`src/rtl/seq_sum4_pkg.sv`:
```
// Shared types, widths and the sum-reduction helper for the serial four-operand adder.
// Build option: SEQ_SUM4_RX_SAT_EN selects a saturating (instead of wrapping) out_sum.
package seq_sum4_pkg;

    localparam int unsigned DATA_W = 4;
    localparam int unsigned N_OPS  = 4;
    localparam int unsigned OUT_W  = 5;
    localparam int unsigned ACC_W  = DATA_W + $clog2(N_OPS);
    localparam int unsigned CNT_W  = $clog2(N_OPS);
    localparam int unsigned GRP_W  = 8;

    typedef enum logic {
        COLLECT = 1'b0,
        PRESENT = 1'b1
    } state_t;

    typedef struct packed {
        logic [OUT_W-1:0] sum;
        logic             ovf;
    } red_t;

    // Narrow a full group sum to OUT_W bits, flagging values that do not fit.
    function automatic red_t reduce_sum(input logic [ACC_W-1:0] full);
        red_t r;
        r.ovf = |full[ACC_W-1:OUT_W];
`ifdef SEQ_SUM4_RX_SAT_EN
        r.sum = r.ovf ? {OUT_W{1'b1}} : full[OUT_W-1:0];
`else
        r.sum = full[OUT_W-1:0];
`endif
        return r;
    endfunction

endpackage

```
`src/rtl/seq_sum4_rx_if.sv`:
```
// Operand-in / result-out handshake bundle for seq_sum4_rx.
interface seq_sum4_rx_if;
    import seq_sum4_pkg::*;

    logic              in_valid;
    logic [DATA_W-1:0] in_data;
    logic              in_ready;
    logic              out_valid;
    logic [OUT_W-1:0]  out_sum;
    logic              out_ovf;
    logic              out_ready;

    modport master (
        output in_valid, in_data, out_ready,
        input  in_ready, out_valid, out_sum, out_ovf
    );

    modport slave (
        input  in_valid, in_data, out_ready,
        output in_ready, out_valid, out_sum, out_ovf
    );

endinterface

```
`src/rtl/seq_sum4_acc.sv`:
```
// Group accumulator and operand counter; sum_c/last_c describe the operand being loaded.
module seq_sum4_acc
    import seq_sum4_pkg::*;
(
    input  logic              clk,
    input  logic              rst,
    input  logic              clear,
    input  logic              load,
    input  logic [DATA_W-1:0] data,
    output logic [ACC_W-1:0]  sum_c,
    output logic              last_c
);

    logic [ACC_W-1:0] acc;
    logic [CNT_W-1:0] cnt;

    assign sum_c  = acc + ACC_W'(data);
    assign last_c = (cnt == CNT_W'(N_OPS - 1));

    // The last operand of a group restarts accumulation from zero.
    always_ff @(posedge clk) begin
        if (rst || clear) begin
            acc <= '0;
            cnt <= '0;
        end else if (load) begin
            if (last_c) begin
                acc <= '0;
                cnt <= '0;
            end else begin
                acc <= sum_c;
                cnt <= cnt + CNT_W'(1);
            end
        end
    end

endmodule

```
`src/rtl/seq_sum4_rx.sv`:
```
// Serial receiver summing each group of N_OPS operands and holding the result on a handshake.
// Build option: SEQ_SUM4_RX_SAT_EN (saturating out_sum, see seq_sum4_pkg).
module seq_sum4_rx
    import seq_sum4_pkg::*;
(
    input  logic              clk,
    input  logic              rst,
    input  logic              clear,
    seq_sum4_rx_if.slave      bus,
    output logic [GRP_W-1:0]  group_cnt
);

    state_t           state;
    logic             accept;
    logic [ACC_W-1:0] sum_c;
    logic             last_c;
    red_t             red;

    // in_ready is only high in COLLECT, and clear discards any operand offered with it.
    assign accept = bus.in_valid & bus.in_ready & ~clear;
    assign red    = reduce_sum(sum_c);

    seq_sum4_acc u_acc (
        .clk    (clk),
        .rst    (rst),
        .clear  (clear),
        .load   (accept),
        .data   (bus.in_data),
        .sum_c  (sum_c),
        .last_c (last_c)
    );

    always_ff @(posedge clk) begin
        if (rst) begin
            state         <= COLLECT;
            bus.in_ready  <= 1'b1;
            bus.out_valid <= 1'b0;
            bus.out_sum   <= '0;
            bus.out_ovf   <= 1'b0;
            group_cnt     <= '0;
        end else if (clear) begin
            state         <= COLLECT;
            bus.in_ready  <= 1'b1;
            bus.out_valid <= 1'b0;
        end else begin
            case (state)
                COLLECT: begin
                    if (accept && last_c) begin
                        state         <= PRESENT;
                        bus.in_ready  <= 1'b0;
                        bus.out_valid <= 1'b1;
                        bus.out_sum   <= red.sum;
                        bus.out_ovf   <= red.ovf;
                    end
                end
                PRESENT: begin
                    if (bus.out_ready) begin
                        state         <= COLLECT;
                        bus.in_ready  <= 1'b1;
                        bus.out_valid <= 1'b0;
                        group_cnt     <= group_cnt + GRP_W'(1);
                    end
                end
                default: begin
                    state         <= COLLECT;
                    bus.in_ready  <= 1'b1;
                    bus.out_valid <= 1'b0;
                end
            endcase
        end
    end

endmodule

```
`src/flat_wrapper.sv`:
```
// flat-port wrapper written by rule: the top's interface ports become plain ports
module seq_sum4_rx_flat import seq_sum4_pkg::*;
  (clk, rst, clear, group_cnt, bus_in_valid, bus_in_data, bus_out_ready, bus_in_ready, bus_out_valid, bus_out_sum, bus_out_ovf);
  seq_sum4_rx_if bus_i ();
  input  logic clk;
  input  logic rst;
  input  logic clear;
  output logic [GRP_W-1:0] group_cnt;
  input wire logic [$bits(bus_i.in_valid)-1:0] bus_in_valid;
  input wire logic [$bits(bus_i.in_data)-1:0] bus_in_data;
  input wire logic [$bits(bus_i.out_ready)-1:0] bus_out_ready;
  output wire logic [$bits(bus_i.in_ready)-1:0] bus_in_ready;
  output wire logic [$bits(bus_i.out_valid)-1:0] bus_out_valid;
  output wire logic [$bits(bus_i.out_sum)-1:0] bus_out_sum;
  output wire logic [$bits(bus_i.out_ovf)-1:0] bus_out_ovf;
  assign bus_i.in_valid = bus_in_valid;
  assign bus_i.in_data = bus_in_data;
  assign bus_i.out_ready = bus_out_ready;
  assign bus_in_ready = bus_i.in_ready;
  assign bus_out_valid = bus_i.out_valid;
  assign bus_out_sum = bus_i.out_sum;
  assign bus_out_ovf = bus_i.out_ovf;
  seq_sum4_rx u_core (.clk(clk), .rst(rst), .clear(clear), .bus(bus_i), .group_cnt(group_cnt));
endmodule
```
`config.mk`:
```
export PLATFORM = sky130hd
export DESIGN_NAME = seq_sum4_rx_flat
export DESIGN_NICKNAME = d
export VERILOG_FILES = /design/src/rtl/seq_sum4_pkg.sv /design/src/rtl/seq_sum4_rx_if.sv /design/src/rtl/seq_sum4_acc.sv /design/src/rtl/seq_sum4_rx.sv /design/src/flat_wrapper.sv
export SDC_FILE = /design/constraint.sdc
export NUM_CORES = 1
export LEC_CHECK = 0
export CAP_MARGIN = 20
export CORE_ASPECT_RATIO = 1.75
export CORE_MARGIN = 2
export CORE_UTILIZATION = 53
export CTS_BUF_LIST = sky130_fd_sc_hd__clkbuf_16
export CTS_CLUSTER_DIAMETER = 200
export DETAILED_ROUTE_END_ITERATION = 8
export PLACE_DENSITY = 0.82
export SLEW_MARGIN = 20
export SYNTH_ARGS = -nofsm -noshare
export SYNTH_HDL_FRONTEND = slang
export SYNTH_SLANG_ARGS = --single-unit
```
`constraint.sdc`:
```
create_clock -name clk -period 3.34 [get_ports clk]
set_input_delay 1.002 -clock clk [delete_from_list [all_inputs] [get_ports clk]]
set_output_delay 1.002 -clock clk [all_outputs]
set_load 0.05 [all_outputs]
```
==> reports/qor.yml, run 1 <==
drt:
  drcViolationCount: 0
  dr.pass1.iters: 4
  antenna_left: 0
  vias_per_cell: 5.95
  vias: 1095
  wl_per_cell_um: 14.8
  drt_iter0_markers: 30
  finalWirelength_um: 2720
floorplanning:
  initial_core_util_pct: 54.6
  die_w_um: 40.3
  boundaryPins: 25
  dieArea_sq_mm: 0.00273
  core-area_sq_mm: 0.00224
  num_rows: 23
  dieHeight_um: 67.6
yosys:
  synth_seq_area_share_pct: 40.9
  synth_fp_nets: 153
  synth-main-ff-cell: "dfxtp_1"
  synthCells: 137
  ys_ff_latch: 25
  synth_enable_flop_cells: 0
  avgSynthCellArea_sq_um: 8.94
  synth_area_sq_mm: 0.00122
  async_flop_share_pct: 0
  synth_cell_type_count: 38
  yosys_warnings: 0
timing:
  period_minus_slack_ns: 2.62
  setup_violations: 0
  tightest_slew_ns: 0.539
  setup_tns_ns: 0
  fin_crit_sh_pct: 78.5
  report.final.hold_viol_count: 0
  finalMaxSlewViolations: 0
  finClkSkew_ns: 0.00340
  rsz0062_at_grt: "false"
  slew_headroom_pct: 63.9
  fmax_ghz: 0.382
setup_path:
  worstPathMaxFanout: 4
  crit_family: "simple AND/OR/NAND/NOR gates"
  crit_required_ns: 3.53
  crit_arrival_ns: 2.81
  max_stage_delay_ns: 0.46
  cp_slowest_cell: "or4b_1"
  path_class: "in2reg"
  start_kind: "input port"
  endpoint_kind: "register"
  path_buf_inv: 2
  path_cells: "clkdlybuf4s50_1 > ha_1 > inv_1 > fa_1 > nor2b_1 > o21a_1 > or4b_1 > a31oi_1"
grt:
  track_usage_pct: 23.3
  grt_pass1_wl_um: 4420
  grt_max_degree: 22
  grt-ovfl-total: 0
  antenna_found_initial: 0
  grt_pass1_vias: 1066
clock_tree:
  cts_max_level: 1
  clock-root-buffer: "clkbuf_16"
  clkSinkCount: 25
  cts_made_buffers: 3
  cts.clk_slew.worst_paths_ns: 0.06
  clk_latency_ns: 0.26
  postCtsSetupBuffers: 0
  hold_buffers: 0
  clockBufferDepth: 2
  cts_resized: 0
  cts_tree: "built"
cells_and_area:
  fin_util_pct: 69.2
  drive_gt1_share_pct: 4.40
  finalNetCount: 176
  diodes: 0
  area_delta_synth_final_pct: 26.8
  final_area_sq_mm: 0.00155
  fin_cells: 184
  most-common-layout-cells: "dfxtp_1 (25), clkdlybuf4s50_1 (24), nor2_1 (16)"
  final_common_cell: "dfxtp_1"
power:
  irDropWorstVdd_mv: 0.339
  power.leakage_nw: 0.577
  power_density_mw_per_mm2: 397
min_path:
  hp-class: "reg2reg"
placement:
  io_buffers: 24
  postPlaceCellArea_sq_mm: 0.00147
  place.gp.congestion: 0.731
  place_hpwl_um: 2010
  dp_cells: 180
run:
  maxCapViolCount: 0
status:
  status: "completed"
==> worst reg2reg max path: stages (launching register included) <==
cell,delay [ns]
dfxtp_1,0.36
ha_1,0.39
nand2b_1,0.14
or2_1,0.35
or4_1,0.51
nand3_1,0.09
==> sequential cells by signal, indices dropped and copies added (netlist names) <==
name                  cells
u_core.group_cnt          8
u_core.u_acc.acc          6
u_core.bus.out_sum        5
u_core.u_acc.cnt          2
u_core.bus.in_ready       1
u_core.bus.out_ovf        1
u_core.bus.out_valid      1
u_core.state              1
==> where the power goes <==
part | switching [mW] | leakage (nW) | internal, mW | total [mW]
Sequential | 0.00158 | 0.202 | 0.300 | 0.302
Clock | 0.110 | 0.0371 | 0.163 | 0.272
Combinational | 0.0218 | 0.338 | 0.0209 | 0.0427
Total | 0.133 | 0.577 | 0.484 | 0.617
==> metal layers <==
| metal | vias to the layer above | GRT usage (%) | share of wire (%) |
|---|---|---|---|
| met5 | - | 0 | 0 |
| met4 | 0 | 11.3 | 1.6 |
| met3 | 4 | 3.62 | 3.9 |
| met2 | 29 | 42.9 | 56 |
| met1 | 525 | 23.3 | 38 |
| li1 | 537 | - | - |
==> per-stage QoR <==
step	setup slack [ns]	hold slack (ns)	total power [mW]
floorplan	0.983	0.440	0.333
global placement	0.521	0.446	0.349
detailed placement	0.448	0.454	0.351
CTS	0.721	0.463	0.619
global route	0.623	0.493	0.629
finish	0.719	0.459	0.617
==> kinds of logic (layout without fill, tap and decap cells) <==
| kind of cell | count (synthesis) | count (layout) | share of synthesized area (%) |
|---|---|---|---|
| DFF | 25 | 25 | 40.9 |
| and+or+nand+nor | 64 | 64 | 29.8 |
| muxes | 1 | 1 | 0.817 |
| adders and majority gates | 7 | 7 | 7.76 |
| buffers and inverters | 10 | 32 | 3.68 |
| AOI/OAI and AO/OA | 22 | 22 | 11.3 |
| xor gates and xnor gates | 8 | 8 | 5.72 |
==> Yosys cell counts, drive strengths merged (3+ instances only) <==
cell type,n,area share (%)
nor3,3,1.2
or4,4,2.5
xor2,6,4.3
a21oi,9,3.7
clkbuf,6,1.8
nand2,11,3.4
and3,3,1.5
ha,6,6.1
nand3,4,1.6
nand3b,6,4.7
dfxtp,25,41
nand4,4,2.0
nor2,16,4.9
inv,3,0.92
==> area by class of cell <==
class | count | area, sq um
inverters | 3 | 11.3
flip-flops and latches | 25 | 500
well taps | 25 | 31.3
clock buffers | 3 | 75.1
multi-input cells | 102 | 679
clock inverters | 1 | 7.51
fillers | 173 | 692
repair buffers | 25 | 248
==> worst paths after layout <==
| kind | cells past startpoint | startpoint | slack (ns) | end |
|---|---|---|---|---|
| hold reg to reg | 2 | u_core.bus.out_sum[0]$_SDFFE_PP0P_ | 0.46 | u_core.bus.out_sum[0]$_SDFFE_PP0P_ |
| setup reg to reg | 5 | u_core.u_acc.cnt[0]$_SDFFE_PP0N_ | 1.44 | u_core.bus.out_ovf$_SDFFE_PP0P_ |
| setup / recovery | 8 | bus_in_data[0] | 0.72 | u_core.u_acc.acc[4]$_SDFFE_PP0N_ |
| hold / removal | 2 | u_core.bus.out_sum[0]$_SDFFE_PP0P_ | 0.46 | u_core.bus.out_sum[0]$_SDFFE_PP0P_ |
(Power assumes the default switching activity.)
==> run 2: changes to the inputs <==
CORE_UTILIZATION = 45   (was 53)
PLACE_DENSITY = 0.74   (was 0.82)
clock period = 2.13 ns   (was 3.34 ns; I/O delays follow)
==> run 2 against run 1 <==
Sequential share of layout area down 2.6 points. Combinational power is 100% higher. Sequential power up 57%. Routed wire length rose by 8.2%. Final cell count increased by 8.7%. Setup slack lost 0.63 ns. Flip-flop and latch count stayed put. Cell area rose by 8.8%. Via count is 0.27% lower. Critical path depth fell by 7. Largest power group unchanged. Clock power is 53% higher. Clock skew is 0.0027 ns higher.
==> reports/qor.yml, run 2 (synthesized netlist as in run 1, its figures left out) <==
timing:
  tightest_slew_ns: 0.503
  setup_violations: 0
  report.final.hold_viol_count: 0
  finClkSkew_ns: 0.00614
  slew_headroom_pct: 66.4
  fmax_ghz: 0.490
  fin_crit_sh_pct: 95.8
  rsz0062_at_grt: "false"
  period_minus_slack_ns: 2.04
  finalMaxSlewViolations: 0
  timing.final.ws_setup_ns: 0.0886
clock_tree:
  clk_latency_ns: 0.26
  clock-root-buffer: "clkbuf_16"
  clkSinkCount: 25
  clockBufferDepth: 2
  cts_max_level: 1
  cts.clk_slew.worst_paths_ns: 0.06
  cts_tree: "built"
  cts_made_buffers: 3
drt:
  dr.pass1.iters: 4
  drt_iter0_markers: 23
  vias: 1092
  vias_per_cell: 5.46
  dr_wl_met2_um: 1520
  wl_per_cell_um: 14.7
  antenna_left: 0
  wl_met3_um: 109
  dr.max_layer_used: "met4"
  drcViolationCount: 0
  wl_met1_um: 1200
  finalWirelength_um: 2940
power:
  power.leakage_nw: 0.717
  power_density_mw_per_mm2: 577
  irDropWorstVdd_mv: 0.436
floorplanning:
  initial_core_util_pct: 46.1
  boundaryPins: 25
  num_rows: 25
  dieHeight_um: 73.0
  core-area_sq_mm: 0.00266
  die_w_um: 43.4
  dieArea_sq_mm: 0.00317
setup_path:
  cp_slowest_cell: "clkdlybuf4s50_1"
  path_cells: "clkdlybuf4s50_1"
  endpoint_kind: "output port"
  crit_required_ns: 1.49
  worstPathMaxFanout: 2
  crit_family: "buffers and inverters"
  start_kind: "register"
  max_stage_delay_ns: 0.80
  path_class: "reg2out"
  crit_arrival_ns: 1.40
  path_buf_inv: 1
placement:
  place_hpwl_um: 2180
  dp_slack_ns: -0.326
  io_buffers: 24
  dp_cells: 195
  place.gp.congestion: 0.865
cells_and_area:
  largest_reg_flops: 8
  reg_top3: "u_core.group_cnt: 8 flops, u_core.u_acc.acc: 6 flops, u_core.bus.out_sum: 5 flops"
  drive_gt1_share_pct: 25.4
  most-common-layout-cells: "buf_4 (29), dfxtp_1 (25), nor2_1 (16)"
  top_register: "u_core.group_cnt"
  final_common_cell: "buf_4"
  diodes: 0
  finalNetCount: 190
  n_fill_cell: 221
  area_delta_synth_final_pct: 37.9
  fin_cells: 200
grt:
  track_usage_pct: 21.1
  grt_max_degree: 22
  grt_pass1_wl_um: 5020
  antenna_found_initial: 0
  grt_pass1_vias: 1142
  grt-ovfl-total: 0
min_path:
  hp-class: "reg2reg"
status:
  status: "completed"
run:
  maxCapViolCount: 0
## run 2: final timing paths
| path | end | slack, ns | depth (start not counted) | startpoint |
|---|---|---|---|---|
| worst max-delay path | bus_out_sum[4] | 0.09 | 1 | u_core.bus.out_sum[4]$_SDFFE_PP0P_ |
| worst min register to register | u_core.bus.out_sum[2]$_SDFFE_PP0P_ | 0.47 | 2 | u_core.bus.out_sum[2]$_SDFFE_PP0P_ |
| worst max register to register | u_core.u_acc.acc[4]$_SDFFE_PP0N_ | 0.42 | 7 | u_core.u_acc.acc[0]$_SDFFE_PP0N_ |
| worst min-delay path | u_core.bus.out_sum[2]$_SDFFE_PP0P_ | 0.47 | 2 | u_core.bus.out_sum[2]$_SDFFE_PP0P_ |
## run 2: report_power, final
part	leakage [nW]	internal [mW]	switching (mW)
clock network	0.0423	0.251	0.164
registers	0.202	0.471	0.00300
logic	0.473	0.0467	0.0393
total	0.717	0.769	0.206
## run 2: area by class of cell
type | count | area, sq um | share of cell area [%]
Multi-Input combinational cell | 102 | 737 | 43.6
Sequential cell | 25 | 500 | 29.6
Timing Repair Buffer | 39 | 328 | 19.4
Clock buffer | 3 | 75.1 | 4.44
Tap cell | 27 | 33.8 | 2.00
Inverter | 3 | 11.3 | 0.667
Clock inverter | 1 | 3.75 | 0.222
## run 2: through the flow
stage / power [mW] / util, % / setup TNS [ns] / hold slack, ns / instance area [sq um]
2_1_floorplan: 0.522 / - / 0 / 0.440 / 1220
3_3_place_gp: 0.558 / 57.7 / -1.53 / 0.446 / 1540
3_5_place_dp: 0.561 / 57.7 / -1.92 / 0.458 / 1540
4_1_cts: 0.980 / 61.8 / 0 / 0.467 / 1640
5_1_grt: 1.00 / 63.5 / 0 / 0.488 / 1690
6_report: 0.975 / 63.5 / 0 / 0.473 / 1690
## run 2: what timing repair did
item,CTS,global route
gates cloned,0,0
gates resized for setup,5,9
hold buffers,0,0
setup buffers,0,1
pin swaps,2,6
setup endpoints to repair,4,4
## run 2: metal layers
layer  GRT usage, %  up-vias
met5              0        -
met4           14.1        0
li1               -      561
met1           23.0      491
met3           3.96       11
met2           35.8       29
==> run 3: changes to the inputs <==
--- a/config.mk
+++ b/config.mk
@@ -6,12 +6,13 @@
 export NUM_CORES = 1
 export LEC_CHECK = 0
+export ABC_AREA = 1
 export CAP_MARGIN = 20
 export CORE_ASPECT_RATIO = 1.75
 export CORE_MARGIN = 2
-export CORE_UTILIZATION = 45
+export CORE_UTILIZATION = 50
 export CTS_BUF_LIST = sky130_fd_sc_hd__clkbuf_16
 export CTS_CLUSTER_DIAMETER = 200
 export DETAILED_ROUTE_END_ITERATION = 8
-export PLACE_DENSITY = 0.74
+export PLACE_DENSITY = 0.78
 export SLEW_MARGIN = 20
 export SYNTH_ARGS = -nofsm -noshare
==> constraint.sdc (replaced) <==
create_clock -name clk -period 2.1 [get_ports clk]
set_input_delay 0.63 -clock clk [delete_from_list [all_inputs] [get_ports clk]]
set_output_delay 0.63 -clock clk [all_outputs]
set_load 0.02 [all_outputs]
==> run 3 against run 2 <==
Global-route usage barely moved. Critical endpoint is now group_cnt[4]. Routed wire length fell by 6.5%. Count of clock-buffer cells in the layout did not move. First-iteration DRC count rose by 8.7%. Non-clock buffer count fell by 5. Flip-flop and latch count did not move. Utilization rose by 8.8 points. Synthesized cell count rose by 20%. Register-to-register slack improved by 0.06 ns. Total power fell by 0.53%.
==> reports/qor.yml, run 3 <==
status:
  status: "completed"
placement:
  dp_cells: 222
  place_hpwl_um: 2160
  place.gp.congestion: 0.878
  dp_slack_ns: -0.304
  io_buffers: 24
floorplanning:
  boundaryPins: 25
  initial_core_util_pct: 53.3
  num_rows: 23
  core-area_sq_mm: 0.00230
  dieArea_sq_mm: 0.00288
  die_w_um: 41.5
  dieHeight_um: 69.5
grt:
  grt_pass1_wl_um: 4860
  track_usage_pct: 21.1
  grt_pass1_vias: 1192
  grt-ovfl-total: 0
  antenna_found_initial: 0
  grt_max_degree: 14
timing:
  rsz0062_at_grt: "false"
  fin_crit_sh_pct: 93.2
  timing.final.ws_setup_ns: 0.143
  report.final.hold_viol_count: 0
  setup_violations: 0
  period_minus_slack_ns: 1.96
  setup_tns_ns: 0
  fmax_ghz: 0.511
  tightest_slew_ns: 0.237
  finClkSkew_ns: 0.00209
  slew_headroom_pct: 84.2
  finalMaxSlewViolations: 0
power:
  power_density_mw_per_mm2: 583
  power.leakage_nw: 0.734
  irDropWorstVdd_mv: 0.602
yosys:
  synth_cell_type_count: 23
  yosysMostFrequentCell: "nand2_1"
  synth_top_cell_by_area: "dfxtp_1"
  synth_common_cells: "nand2_1 (35), dfxtp_1 (25), nor2_1 (22)"
  synth_fp_nets: 181
  synth_enable_flop_cells: 0
  avgSynthCellArea_sq_um: 7.44
  ys_ff_latch: 25
  async_flop_share_pct: 0
  netlist.area_leader.share_pct: 40.8
  synth_seq_area_share_pct: 40.8
  synthCells: 165
  yosys_warnings: 0
  synth_area_sq_mm: 0.00123
  synth-main-ff-cell: "dfxtp_1"
  synthTopCellsByArea: "dfxtp_1 (41%), nand2_1 (11%), nor2_1 (6.7%)"
setup_path:
  worstPathMaxFanout: 6
  crit_arrival_ns: 1.33
  cp_slowest_cell: "clkdlybuf4s50_1"
  worstRegToRegCells: 10
  crit_family: "buffers and inverters"
  reg2reg_from: "u_core.u_acc.acc[0]$_SDFFE_PP0N_"
  crit_required_ns: 1.47
  max_stage_delay_ns: 0.64
  endpoint_kind: "output port"
  start_kind: "register"
  path_buf_inv: 1
  reg2reg_slack_ns: 0.48
  path_class: "reg2out"
  path_cells: "clkdlybuf4s50_1"
  rr_endpoint: "u_core.bus.out_sum[4]$_SDFFE_PP0P_"
drt:
  antenna_left: 0
  drcViolationCount: 0
  wl_per_cell_um: 12.1
  vias_per_cell: 5.26
  drt_iter0_markers: 25
  dr.pass1.iters: 4
  finalWirelength_um: 2750
  vias: 1200
cells_and_area:
  fin_cells: 228
  drive_gt1_share_pct: 15.3
  finalNetCount: 220
  top_register: "u_core.group_cnt"
  final_common_cell: "nand2_1"
  diodes: 0
  area_delta_synth_final_pct: 35.6
  largest_reg_flops: 8
  reg_top3: "u_core.group_cnt: 8 flops, u_core.u_acc.acc: 6 flops, u_core.bus.out_sum: 5 flops"
  most-common-layout-cells: "nand2_1 (35), dfxtp_1 (25), clkdlybuf4s50_1 (23)"
clock_tree:
  cts.clk_slew.worst_paths_ns: 0.06
  clkSinkCount: 25
  clk_latency_ns: 0.26
  clockBufferDepth: 2
  cts_max_level: 1
  cts_made_buffers: 3
  cts_tree: "built"
  hold_buffers: 0
  clock-root-buffer: "clkbuf_16"
min_path:
  holdPathStages: 2
  hp-start: "u_core.u_acc.acc[3]$_SDFFE_PP0N_"
  min_to: "u_core.u_acc.acc[3]$_SDFFE_PP0N_"
  hp-class: "reg2reg"
run:
  maxCapViolCount: 0
## run 3: cell families (layout without fill, tap and decap cells)
kind of cell    Yosys count  count (layout)  share of synthesized area (%)
simple gates             78              78                           29.4
fa+ha+maj                 7               7                           7.75
compound gates           29              29                           12.9
flops                    25              25                           40.8
buf+inv                  23              61                           7.03
xor+xnor                  3               3                           2.14
## run 3: cell type report
type | instances | area, sq um
fill | 187 | 638
inverter | 23 | 86.3
tap | 25 | 31.3
clock buffer | 3 | 75.1
timing repair buffer | 34 | 318
sequential | 25 | 500
clock inverter | 1 | 3.75
multi-input combinational | 117 | 649
## run 3: through the flow
step / total power [mW] / hold WS (ns) / area, sq um / utilization [%]
floorplan: 0.526 / 0.443 / 1230 / -
global placement: 0.563 / 0.454 / 1560 / 67.7
detailed placement: 0.566 / 0.464 / 1560 / 67.7
CTS: 0.968 / 0.473 / 1640 / 71.4
global route: 1.00 / 0.496 / 1660 / 72.3
finish: 0.970 / 0.468 / 1660 / 72.3
## run 3: how the worst max path moves through the flow
stage | startpoint | endpoint | slack (ns) | cells past startpoint
5_1_grt | bus_in_data[1] | u_core.bus.out_sum[4]$_SDFFE_PP0P_ | 0.07 | 10
3_5_place_dp | bus_in_data[0] | u_core.u_acc.acc[4]$_SDFFE_PP0N_ | -0.30 | 10
3_3_place_gp | bus_in_data[0] | u_core.u_acc.acc[4]$_SDFFE_PP0N_ | -0.23 | 10
4_1_cts | bus_in_data[0] | u_core.u_acc.acc[4]$_SDFFE_PP0N_ | 0.02 | 10
6_report | u_core.group_cnt[4]$_SDFFE_PP0P_ | group_cnt[4] | 0.14 | 1
2_1_floorplan | bus_in_data[0] | u_core.u_acc.acc[4]$_SDFFE_PP0N_ | 0.25 | 9
## run 3: timing repair
item | CTS | global route
pin swaps | 0 | 3
endpoints found under the setup margin | 1 | 3
buffers inserted | 0 | 2
resized for setup | 2 | 4
cloned | 0 | 0
## run 3: power breakdown
| group | leakage (nW) | switching [mW] | internal, mW |
|---|---|---|---|
| Sequential | 0.202 | 0.00209 | 0.477 |
| Combinational | 0.490 | 0.0402 | 0.0387 |
| Clock | 0.0423 | 0.157 | 0.254 |
| Total | 0.734 | 0.199 | 0.770 |
## run 3: routing by layer
metal	up-vias	track usage (%)	share of wire (%)
met4	0	11.5	4.5
met3	16	2.86	3.4
li1	605	-	-
met5	-	0	0
met2	37	40.6	54
met1	542	20.3	38
